$ cat src/rtl/uart_tx_top.sv
// uart_tx_top: parallel-in, serial-out UART transmitter, one bit per clk.
// Frame: start bit, DATA_WIDTH data bits LSB first, optional parity bit, stop bit.
// Optional build macro UART_TX_TWO_STOP_EN: two stop bits per frame, with
// back-to-back acceptance only in the second stop cycle.
//
// state    | meaning
// ---------+----------------------------------------------------------
// S_IDLE   | line idle (1), waiting for Data_Valid
// S_START  | start bit (0)
// S_DATA   | data bits, LSB first, shift register drains right
// S_PARITY | parity bit computed from the byte latched at accept
// S_STOP   | stop bit (1); a new request may be accepted here
module uart_tx_top #(
    parameter int DATA_WIDTH = 8
) (
    input  logic                  clk,
    input  logic                  rst,
    input  logic [DATA_WIDTH-1:0] P_DATA,
    input  logic                  Data_Valid,
    input  logic                  Par_EN,
    input  logic                  Par_TYP,
    output logic                  Tx_out,
    output logic                  busy
);

    localparam int CNT_W = (DATA_WIDTH > 1) ? $clog2(DATA_WIDTH) : 1;

    typedef enum logic [2:0] {
        S_IDLE,
        S_START,
        S_DATA,
        S_PARITY,
        S_STOP
    } state_t;

    state_t                r_state;
    state_t                w_state_nxt;
    logic [DATA_WIDTH-1:0] r_shift;
    logic [CNT_W-1:0]      r_cnt;
    logic                  r_par_en;
    logic                  r_par_bit;
    logic                  r_busy;
    logic                  w_accept;
    logic                  w_cnt_last;
    logic                  w_stop_last;

    assign w_cnt_last = (r_cnt == CNT_W'(DATA_WIDTH - 1));

`ifdef UART_TX_TWO_STOP_EN
    logic r_stop_second;

    // Marks the second of the two stop cycles.
    always_ff @(posedge clk or negedge rst) begin
        if (!rst) begin
            r_stop_second <= 1'b0;
        end else if (r_state == S_STOP) begin
            r_stop_second <= ~r_stop_second;
        end else begin
            r_stop_second <= 1'b0;
        end
    end

    assign w_stop_last = r_stop_second;
`else
    assign w_stop_last = 1'b1;
`endif

    // Frame state register.
    always_ff @(posedge clk or negedge rst) begin
        if (!rst) begin
            r_state <= S_IDLE;
        end else begin
            r_state <= w_state_nxt;
        end
    end

    // Next-state decode and request acceptance.
    always_comb begin
        w_state_nxt = r_state;
        w_accept    = 1'b0;
        case (r_state)
            S_IDLE: begin
                if (Data_Valid) begin
                    w_accept    = 1'b1;
                    w_state_nxt = S_START;
                end
            end
            S_START:  w_state_nxt = S_DATA;
            S_DATA: begin
                if (w_cnt_last) begin
                    w_state_nxt = r_par_en ? S_PARITY : S_STOP;
                end
            end
            S_PARITY: w_state_nxt = S_STOP;
            S_STOP: begin
                if (!w_stop_last) begin
                    w_state_nxt = S_STOP;
                end else if (Data_Valid) begin
                    w_accept    = 1'b1;
                    w_state_nxt = S_START;
                end else begin
                    w_state_nxt = S_IDLE;
                end
            end
            default:  w_state_nxt = S_IDLE;
        endcase
    end

    // Latch the request on accept; shift and count while sending data bits.
    // Parity is folded at accept time so later P_DATA changes cannot leak in.
    always_ff @(posedge clk or negedge rst) begin
        if (!rst) begin
            r_shift   <= '0;
            r_cnt     <= '0;
            r_par_en  <= 1'b0;
            r_par_bit <= 1'b0;
        end else if (w_accept) begin
            r_shift   <= P_DATA;
            r_cnt     <= '0;
            r_par_en  <= Par_EN;
            r_par_bit <= (^P_DATA) ^ Par_TYP;
        end else if (r_state == S_DATA) begin
            r_shift <= {1'b0, r_shift[DATA_WIDTH-1:1]};
            r_cnt   <= w_cnt_last ? '0 : r_cnt + 1'b1;
        end
    end

    // busy follows the registered state.
    always_ff @(posedge clk or negedge rst) begin
        if (!rst) begin
            r_busy <= 1'b0;
        end else begin
            r_busy <= (w_state_nxt != S_IDLE);
        end
    end

    assign busy = r_busy;

    // Serial line level decoded from the current state.
    always_comb begin
        Tx_out = 1'b1;
        case (r_state)
            S_IDLE:   Tx_out = 1'b1;
            S_START:  Tx_out = 1'b0;
            S_DATA:   Tx_out = r_shift[0];
            S_PARITY: Tx_out = r_par_bit;
            S_STOP:   Tx_out = 1'b1;
            default:  Tx_out = 1'b1;
        endcase
    end

endmodule

$ cat config.mk
export PLATFORM = sky130hd
export DESIGN_NAME = uart_tx_top
export DESIGN_NICKNAME = d
export VERILOG_FILES = /design/src/rtl/uart_tx_top.sv
export SDC_FILE = /design/constraint.sdc
export NUM_CORES = 1
export LEC_CHECK = 0
export BUFFER_PORTS_ARGS = -buffer_cell sky130_fd_sc_hd__buf_2
export CORE_UTILIZATION = 53
export DETAILED_ROUTE_END_ITERATION = 16
export PLACE_DENSITY = 0.74
export SYNTH_ARGS = -nofsm -noshare
export SYNTH_HDL_FRONTEND = slang
export SYNTH_SLANG_ARGS = --single-unit
$ cat constraint.sdc
create_clock -name clk -period 2.1 [get_ports clk]
set_clock_uncertainty 0.2 [all_clocks]
set_input_delay 0.42 -clock clk [delete_from_list [all_inputs] [get_ports clk]]
set_output_delay 0.42 -clock clk [all_outputs]
set_load 0.005 [all_outputs]
* Yosys cells after proc, flatten, opt, wreduce, memory -nomap -nowiden
Cells that the tools add are included. Widths: inputs -> output; s select.
Operators by class: eq/ne operators 5, muxes and demuxes 13, add/subtract/negate cells 1, bitwise gates (word level) 1, reductions and logical operators 5
Operator list (count):
- $mux 3 | 6
- $mux 8 | 2
- $pmux 3 s5 | 1
- $reduce_xor 8->1 | 1
- $eq 3x2->1 const B | 2
- $eq 3x3->1 const B | 2
- $add 3x1->3 const B | 1
- $eq 3x1->1 const B | 1
- $logic_not 3->1 | 1
- $mux 1 | 3
- $pmux 1 s3 | 1
- $reduce_bool 3->1 | 1
- $reduce_bool 2->1 | 1
- $reduce_or 2->1 | 1
- $xor 1x1->1 | 1
Storage, ports and cells: output and inout bits 2, bits in registers 17, word-level logic and storage cells 31, input bits 13

* Logic depth before layout (Yosys ltp)
Gate-level depths: netlist (run 1).
word-level depth 4, depth in mapped cells 6

* Worst setup path before layout (run 1)
Ideal clock, no wire load.
path kind input to register, start input port P_DATA[3], end register r_par_bit, data required time 1.775 ns, arrival 1.326 ns, setup time 0.125 ns, stages on the path 4, buffers on the path 0, setup slack 0.449 ns, cells stage by stage xnor2_1 -> xnor3_1 -> xnor2_1 -> mux2_4
Between the ends: longest elaborated chain between the ends 2
Ends and longest elaborated chain:
- from (decl) | RTL line 18 | input logic [DATA_WIDTH-1:0] P_DATA,
- $reduce_xor 8->1 | RTL line 121 | r_par_bit <= (^P_DATA) ^ Par_TYP;
- $xor 1x1->1 | RTL line 121
- to (signal assigned) | RTL line 121
- to (decl) | RTL line 41 | logic r_par_bit;
Every way passes these cells. A chain may end at the register's enable or synchronous reset.

* Worst setup path in the final report (run 1)
start register r_state[0], end output port Tx_out
Between the ends: longest elaborated chain between the ends 2, elaborated cells on any way between the ends 4, classes of those cells 3 x eq/ne; 1 x mux
Ends and longest elaborated chain:
- from (decl) | RTL line 36 | state_t r_state;
- from (signal assigned) | RTL line 73 | r_state <= w_state_nxt;
- $eq 3x2->1 or $eq 3x1->1 (tied branches) | RTL line 142 | case (r_state)
- $pmux 1 s3 (*) | RTL line 142
- to (decl) | RTL line 22 | output logic Tx_out,
Mark *: on every way between the ends. The rest lies on a longest branch, timed or not.

==> out/metrics.yaml, run 1 <==
floorplan:
  die_h_um: 43.5
  io_pins: 15
  die_x_um: 43.5
  start_util_pct: 58.4
  die-area_sq_um: 1890
  rows: 14
  core_area_sq_um: 1560
worst_hold_path:
  hold_path_depth: 3
  min-delay-start: "Par_EN"
  holdPathEnd: "r_par_en$_DFFE_PN0N_"
  hp-class: "in2reg"
timing:
  drv_slew: 0
  fin_ws_ns: 0.113
  max_freq_ghz: 0.503
  setup_tns_ns: 0
  hold_viol: 0
  setup_violations: 0
  fin_crit_sh_pct: 94.6
  worst_slew_pin_slew_ns: 0.377
  rsz0062_at_grt: "no"
  relSlewSlack_pct: 74.9
  fin_crit_ns: 1.99
pwr:
  p_per_area_nw_per_um2: 1260
  peakVddDrop_v: 0.000650
  total_power_w: 0.00130
  p_comb_share_pct: 42.1
  p_sw_w: 0.000477
  sw_frac_of_total_pct: 36.6
  p_leak_nw: 0.486
  sequentialPowerShare_pct: 44.6
  clkPwrFrac_pct: 13.3
  p_int_w: 0.000826
status:
  status: "finished clean"
worst_setup_path:
  critPathArrivalTime_ns: 1.37
  r2r-start: "r_cnt[0]$_DFFE_PN0P_"
  rrSetupSlack_ns: 0.54
  critPathKind: "reg2out"
  timing.rr.end: "r_cnt[2]$_DFFE_PN0P_"
  worst-path-max-fanout: 11
  worstSetupEndpointType: "output port"
  required_ns: 1.48
  reg2reg_depth: 4
  critPathLaunchType: "flip-flop"
cts:
  cts_max_path_buffers: 2
  cts_buffers: 3
  tritoncts: "yes"
  clock-sinks: 17
  insertion_delay_ns: 0.29
  root_buffer: "clkbuf_4"
  clkSlewWorstSetupHoldPaths_ns: 0.10
  htree_levels: 1
placed_design:
  hpwl_mm: 1.17
  gp_congestion: 0.777
  pre_cts_slack_ns: 0.265
  io_buffers: 14
routing:
  via_per_inst: 5.56
  drtIter0Drc: 6
  ant_nets: 0
  wire_per_inst_um: 13.2
  dr_total_vias: 662
  dr.pass1.iters: 3
  drcViolationCount: 0
  drt_wl_total_mm: 1.57
global_routing:
  grt_busiest_layer: "met2"
  grtUsageTotal_pct: 20.3
  grt_pass1_vias: 674
  grt_max_degree: 18
  grt_first_pass_wirelength_mm: 2.81
  grt-ovfl-total: 0
  antenna_found_initial: 0
  grtUsageMet3_pct: 2.50
  use_met2_pct: 36.7
  use_met1_pct: 23.7
synth:
  synth_top_family_by_area: "compound AO/OA/AOI/OAI gates"
  synth_cells: 86
  yosysSeqAreaShare_pct: 46.7
  muxShareOfSynthArea_pct: 9.34
  synth-simple-area-share_pct: 12.2
  yosys-top-cells-area: "dfrtp_1 (47%), mux2i_1 (7.7%), a22o_1 (5.8%)"
  synth_fa_ha_area_share_pct: 2.75
  yosysTopAreaCellShare_pct: 46.7
  synth.net_count: 101
  synth-xor-area-share_pct: 8.24
  netlist-cell-type-count: 25
  syn-cell-area_sq_um: 911
  ys_ff_latch: 17
  synth_compound_area_share_pct: 16.9
  yosysTopAreaCell: "dfrtp_1"
  ys.warnings.count: 0
  syn_area_per_cell_sq_um: 10.6
flow_run:
  drv_cap: 0
cells_and_area:
  area_growth_pct: 13.6
  final_common_cell: "dfrtp_1"
  final-seq-area_sq_um: 427
  drive_gt1_share_pct: 24.3
  fillCellCount: 132
  num-nets-final: 119
  n_antenna_cell: 0
  final_cell_mix: "dfrtp_1 (16), buf_2 (14), nand2_1 (9), o21ai_0 (9), mux2i_1 (7)"
  multi_input_comb_area_sq_um: 450
synth_stat cells:
cell / n
nand3b_1: 1
o21bai_1: 2
mux2_4: 1
mux2i_1: 7
dfrtp_1: 17
xnor2_1: 5
a21oi_1: 4
nor3b_1: 1
o22ai_1: 1
inv_1: 2
ha_1: 2
nor3b_4: 1
buf_2: 4
nand4b_1: 1
a22o_1: 6
o21ai_0: 9
nand2_1: 9
buf_4: 1
xnor3_1: 1
nor2_1: 6
o21a_1: 1
or2_2: 1
xor2_1: 1
nand2b_1: 1
a22oi_1: 1
power groups by stage:
| stage | Combinational (W) | Clock (W) | Sequential [W] |
|---|---|---|---|
| 5_1_grt | 0.000626 | 0.000186 | 0.000597 |
| 4_1_cts | 0.000555 | 0.000182 | 0.000578 |
| 6_report | 0.000548 | 0.000173 | 0.000581 |
| 2_1_floorplan | 0.000453 | 0 | 0.000537 |
| 3_5_place_dp | 0.000551 | 0 | 0.000586 |
| 3_3_place_gp | 0.000530 | 0 | 0.000581 |
layout make-up:
| class | instances | share of cell area, % |
|---|---|---|
| clock buffers | 3 | 2.18 |
| clock inverters | 1 | 0.484 |
| multi-input cells | 62 | 43.5 |
| flip-flops and latches | 17 | 41.2 |
| well taps | 16 | 1.93 |
| repair buffers | 18 | 9.92 |
| inverters | 2 | 0.726 |
how the worst max path moves through the flow:
stage | startpoint | endpoint | slack (ns) | depth (start not counted)
floorplan | P_DATA[3] | r_par_bit$_DFFE_PN0N_ | 0.45 | 4
global placement | P_DATA[3] | r_par_bit$_DFFE_PN0N_ | 0.29 | 5
detailed placement | P_DATA[3] | r_par_bit$_DFFE_PN0N_ | 0.27 | 5
CTS | r_state[0]$_DFF_PN0_ | Tx_out | 0.05 | 4
global route | r_state[0]$_DFF_PN0_ | Tx_out | 0.05 | 4
finish | r_state[0]$_DFF_PN0_ | Tx_out | 0.11 | 4
per-stage QoR:
| stage | cell area [sq um] | utilization (%) | hold WS [ns] | cells |
|---|---|---|---|---|
| 3_5_place_dp | 996 | 63.9 | 0.163 | 114 |
| 2_1_floorplan | 911 | - | -0.0756 | 86 |
| 3_3_place_gp | 996 | 63.9 | 0.160 | 114 |
| 5_1_grt | 1030 | 66.4 | 0.167 | 119 |
| 4_1_cts | 1030 | 66.3 | 0.122 | 119 |
| 6_report | 1030 | 66.4 | 0.134 | 119 |
sequential cells by signal, summed over array words and instances, names as in the netlist:
signal and cells:
busy 1, r_cnt 3, r_par_bit 1, r_par_en 1
r_shift 8, r_state 3
cell families (layout without fill, tap and decap cells):
logic type | after synthesis | after routing
AO/OA/AOI/OAI | 24 | 24
AND/OR/NAND/NOR | 21 | 21
flip-flops | 17 | 17
multiplexers | 8 | 8
XOR/XNOR | 7 | 7
buffers and inverters | 7 | 24
adder cells (fa/ha/maj) | 2 | 2
layer usage:
layer | share of wire (%) | wire length (um) | vias to the layer above
li1 | - | - | 335
met3 | 1.6 | 25 | 2
met4 | 0.64 | 10 | 0
met1 | 46 | 722 | 319
met2 | 52 | 806 | 6
met5 | 0 | 0 | -
what timing repair did:
item / in CTS / in global routing
hold buffers: 1 / 0
buffers inserted: 0 / 0
endpoints found under the setup margin: 0 / 1
resized for setup: 0 / 1
hold endpoints to repair: 17 / 0
critical path, stage by stage (launching register included):
cell	delay [ns]
dfrtp_2	0.49
nor2_1	0.12
a22oi_1	0.06
or2_2	0.28
buf_2	0.13
(Power assumes the default switching activity.)
==> run 2, diff against run 1 <==
Settings changed: CORE_UTILIZATION 53 to 48, PLACE_DENSITY 0.74 to 0.7.
Clock period 2.1 ns to 1.7 ns, I/O delays scaled along.
==> run 2 against run 1 <==
Compared with the run above:
- global-route usage barely moved
- cell area up 8.8%
- setup slack worse by 0.19 ns
- non-clock buffer count up 8
- the flow now finishes with violations (negative setup slack)
- hold slack got worse by 0.085 ns
- largest cell class unchanged
- first-iteration DRC count grew to 3.5 times the previous value
- via count is 6.9% higher
- clock-buffer cell count stayed put
- wire length increased by 16%
- highest routed layer unchanged
==> out/metrics.yaml, run 2 (same netlist as run 1, synthesis figures left out) <==
status:
  status: "complete, but fails checks"
  violations: "negative setup slack"
cells_and_area:
  final_common_cell: "dfrtp_1"
  largestRegisters: "r_shift: 8 flops, r_cnt: 3 flops, r_state: 3 flops"
  drive_gt1_share_pct: 28.8  # +4.6 points
  area_growth_pct: 23.6
  n_antenna_cell: 0  # unchanged
  num-nets-final: 127  # +6.7%
  largest_register_ffs: 8  # unchanged
  regMostFlops: "r_shift"
  fin_util_pct: 64.5  # -1.9 points
  final_cell_mix: "dfrtp_1 (17), buf_2 (13), buf_4 (10)"
routing:
  dr_total_vias: 708  # +6.9%
  dr.pass1.iters: 4  # +1
  wire_per_inst_um: 13.3  # +1.2%
  ant_nets: 0  # unchanged
  drtIter0Drc: 21  # +15
  via_per_inst: 5.21  # -6.4%
  drt_wl_total_mm: 1.81  # +16%
  drcViolationCount: 0  # unchanged
floorplan:
  die_h_um: 45.6  # +4.8%
  core_area_sq_um: 1750  # +12%
  start_util_pct: 52.2  # -6.2 points
  die-area_sq_um: 2080  # +9.9%
  io_pins: 15  # unchanged
  rows: 15  # +1
  die_x_um: 45.6  # +4.8%
global_routing:
  grt_max_degree: 18  # unchanged
  grtUsageTotal_pct: 20.3  # -0.033 points
  grt_pass1_vias: 619  # -8.2%
  grt_first_pass_wirelength_mm: 2.84  # +1.2%
  antenna_found_initial: 0  # unchanged
  grt-ovfl-total: 0  # unchanged
timing:
  worst_slew_pin_slew_ns: 0.394  # +0.0169 ns
  setup_violations: 1  # +1
  drv_slew: 0  # unchanged
  hold_viol: 0  # unchanged
  rsz0062_at_grt: "yes"
  fin_ws_ns: -0.0808  # -0.194 ns
  fin_crit_ns: 1.78
  fin_crit_sh_pct: 105
  max_freq_ghz: 0.562
  hold_ws_ns: 0.0487  # -0.0850 ns
  relSlewSlack_pct: 73.7  # -1.1 points
cts:
  cts_max_path_buffers: 2  # unchanged
  htree_levels: 1  # unchanged
  tritoncts: "yes"
  insertion_delay_ns: 0.30  # about the same
  clock-sinks: 17  # unchanged
  clkSlewWorstSetupHoldPaths_ns: 0.10  # about the same
  root_buffer: "clkbuf_4"
  cts_buffers: 3  # unchanged
pwr:
  sequentialPowerShare_pct: 37.9  # -6.7 points
  p_leak_nw: 0.535  # +10%
  p_comb_share_pct: 49.6  # +7.5 points
  total_power_w: 0.00178  # +37%
  p_sw_w: 0.000646  # +36%
  clkPwrFrac_pct: 12.5  # -0.8 points
  p_int_w: 0.00114  # +37%
  peakVddDrop_v: 0.000885  # +36%
  sw_frac_of_total_pct: 36.3  # -0.33 points
  p_per_area_nw_per_um2: 1580  # +26%
worst_setup_path:
  r2r-start: "r_state[1]$_DFF_PN0_"
  critPathKind: "reg2out"
  required_ns: 1.16  # -0.32 ns
  worstSetupEndpointType: "output port"
  critical_path.startpoint: "r_state[1]$_DFF_PN0_"
  critPathLaunchType: "flip-flop"
  worst-path-max-fanout: 4  # -7
  critPathArrivalTime_ns: 1.24  # -0.13 ns
placed_design:
  gp_congestion: 0.741  # -4.6%
  io_buffers: 14  # unchanged
  pre_cts_slack_ns: -0.0554  # -0.321 ns
  hpwl_mm: 1.21  # +3.2%
worst_hold_path:
  min-delay-start: "Par_EN"
  hp-class: "in2reg"
flow_run:
  drv_cap: 0  # unchanged
-- run 2: path summary, 6_finish.rpt --
| check | endpoint | slack [ns] | depth (start not counted) |
|---|---|---|---|
| max | Tx_out | -0.08 | 4 |
| min in group asynchronous | r_shift[0]$_DFFE_PN0P_ | 0.29 | 2 |
| min reg2reg | r_shift[3]$_DFFE_PN0P_ | 0.30 | 2 |
| max reg2reg | r_shift[1]$_DFFE_PN0P_ | 0.05 | 7 |
| min | r_par_en$_DFFE_PN0N_ | 0.05 | 3 |
| max in group asynchronous | r_cnt[1]$_DFFE_PN0P_ | 0.73 | 2 |
-- run 2: what timing repair did --
action | 4_1_cts | 5_1_grt
hold buffers | 1 | 0
endpoints found under the setup margin | 1 | 8
gates cloned | 0 | 0
buffers inserted | 3 | 1
gates resized for setup | 2 | 0
hold endpoints to repair | 17 | 0
pin swaps | 2 | 0
-- run 2: cell type report --
| type | count | area, sq um |
|---|---|---|
| sequential | 17 | 425 |
| tap | 25 | 31.3 |
| inverter | 2 | 7.51 |
| clock buffer | 3 | 22.5 |
| fill | 154 | 619 |
| clock inverter | 1 | 5.00 |
| timing repair buffer | 26 | 181 |
| multi-input combinational | 62 | 453 |
-- run 2: per-stage QoR --
stage,TNS (ns),area (sq um),cells
2_1_floorplan,0,911,86
6_report,-0.0808,1130,136
5_1_grt,-0.550,1130,136
3_5_place_dp,-0.0554,1050,127
3_3_place_gp,-0.0389,1050,127
4_1_cts,-0.0690,1120,135
-- run 2: routing by layer --
layer | vias to the layer above | wire length (um) | global-route usage (%)
li1 | 350 | - | -
met1 | 343 | 897 | 28.4
met2 | 11 | 839 | 28.9
met3 | 4 | 44 | 3.57
met4 | 0 | 29 | 12.7
met5 | - | 0 | 0
-- run 2: power groups by stage --
stage	clock, W	sequential, W	combinational [W]
after detailed placement	0	0.000692	0.000761
after CTS	0.000232	0.000673	0.000868
final	0.000222	0.000675	0.000884
after global routing	0.000244	0.000694	0.000979
after global placement	0	0.000684	0.000735
after floorplan	0	0.000664	0.000560
-- run 2: critical path, cell delays in order (launching register included) --
cell,delay (ns)
dfrtp_1,0.42
nand2_1,0.08
a22oi_1,0.09
or2_4,0.24
buf_6,0.11
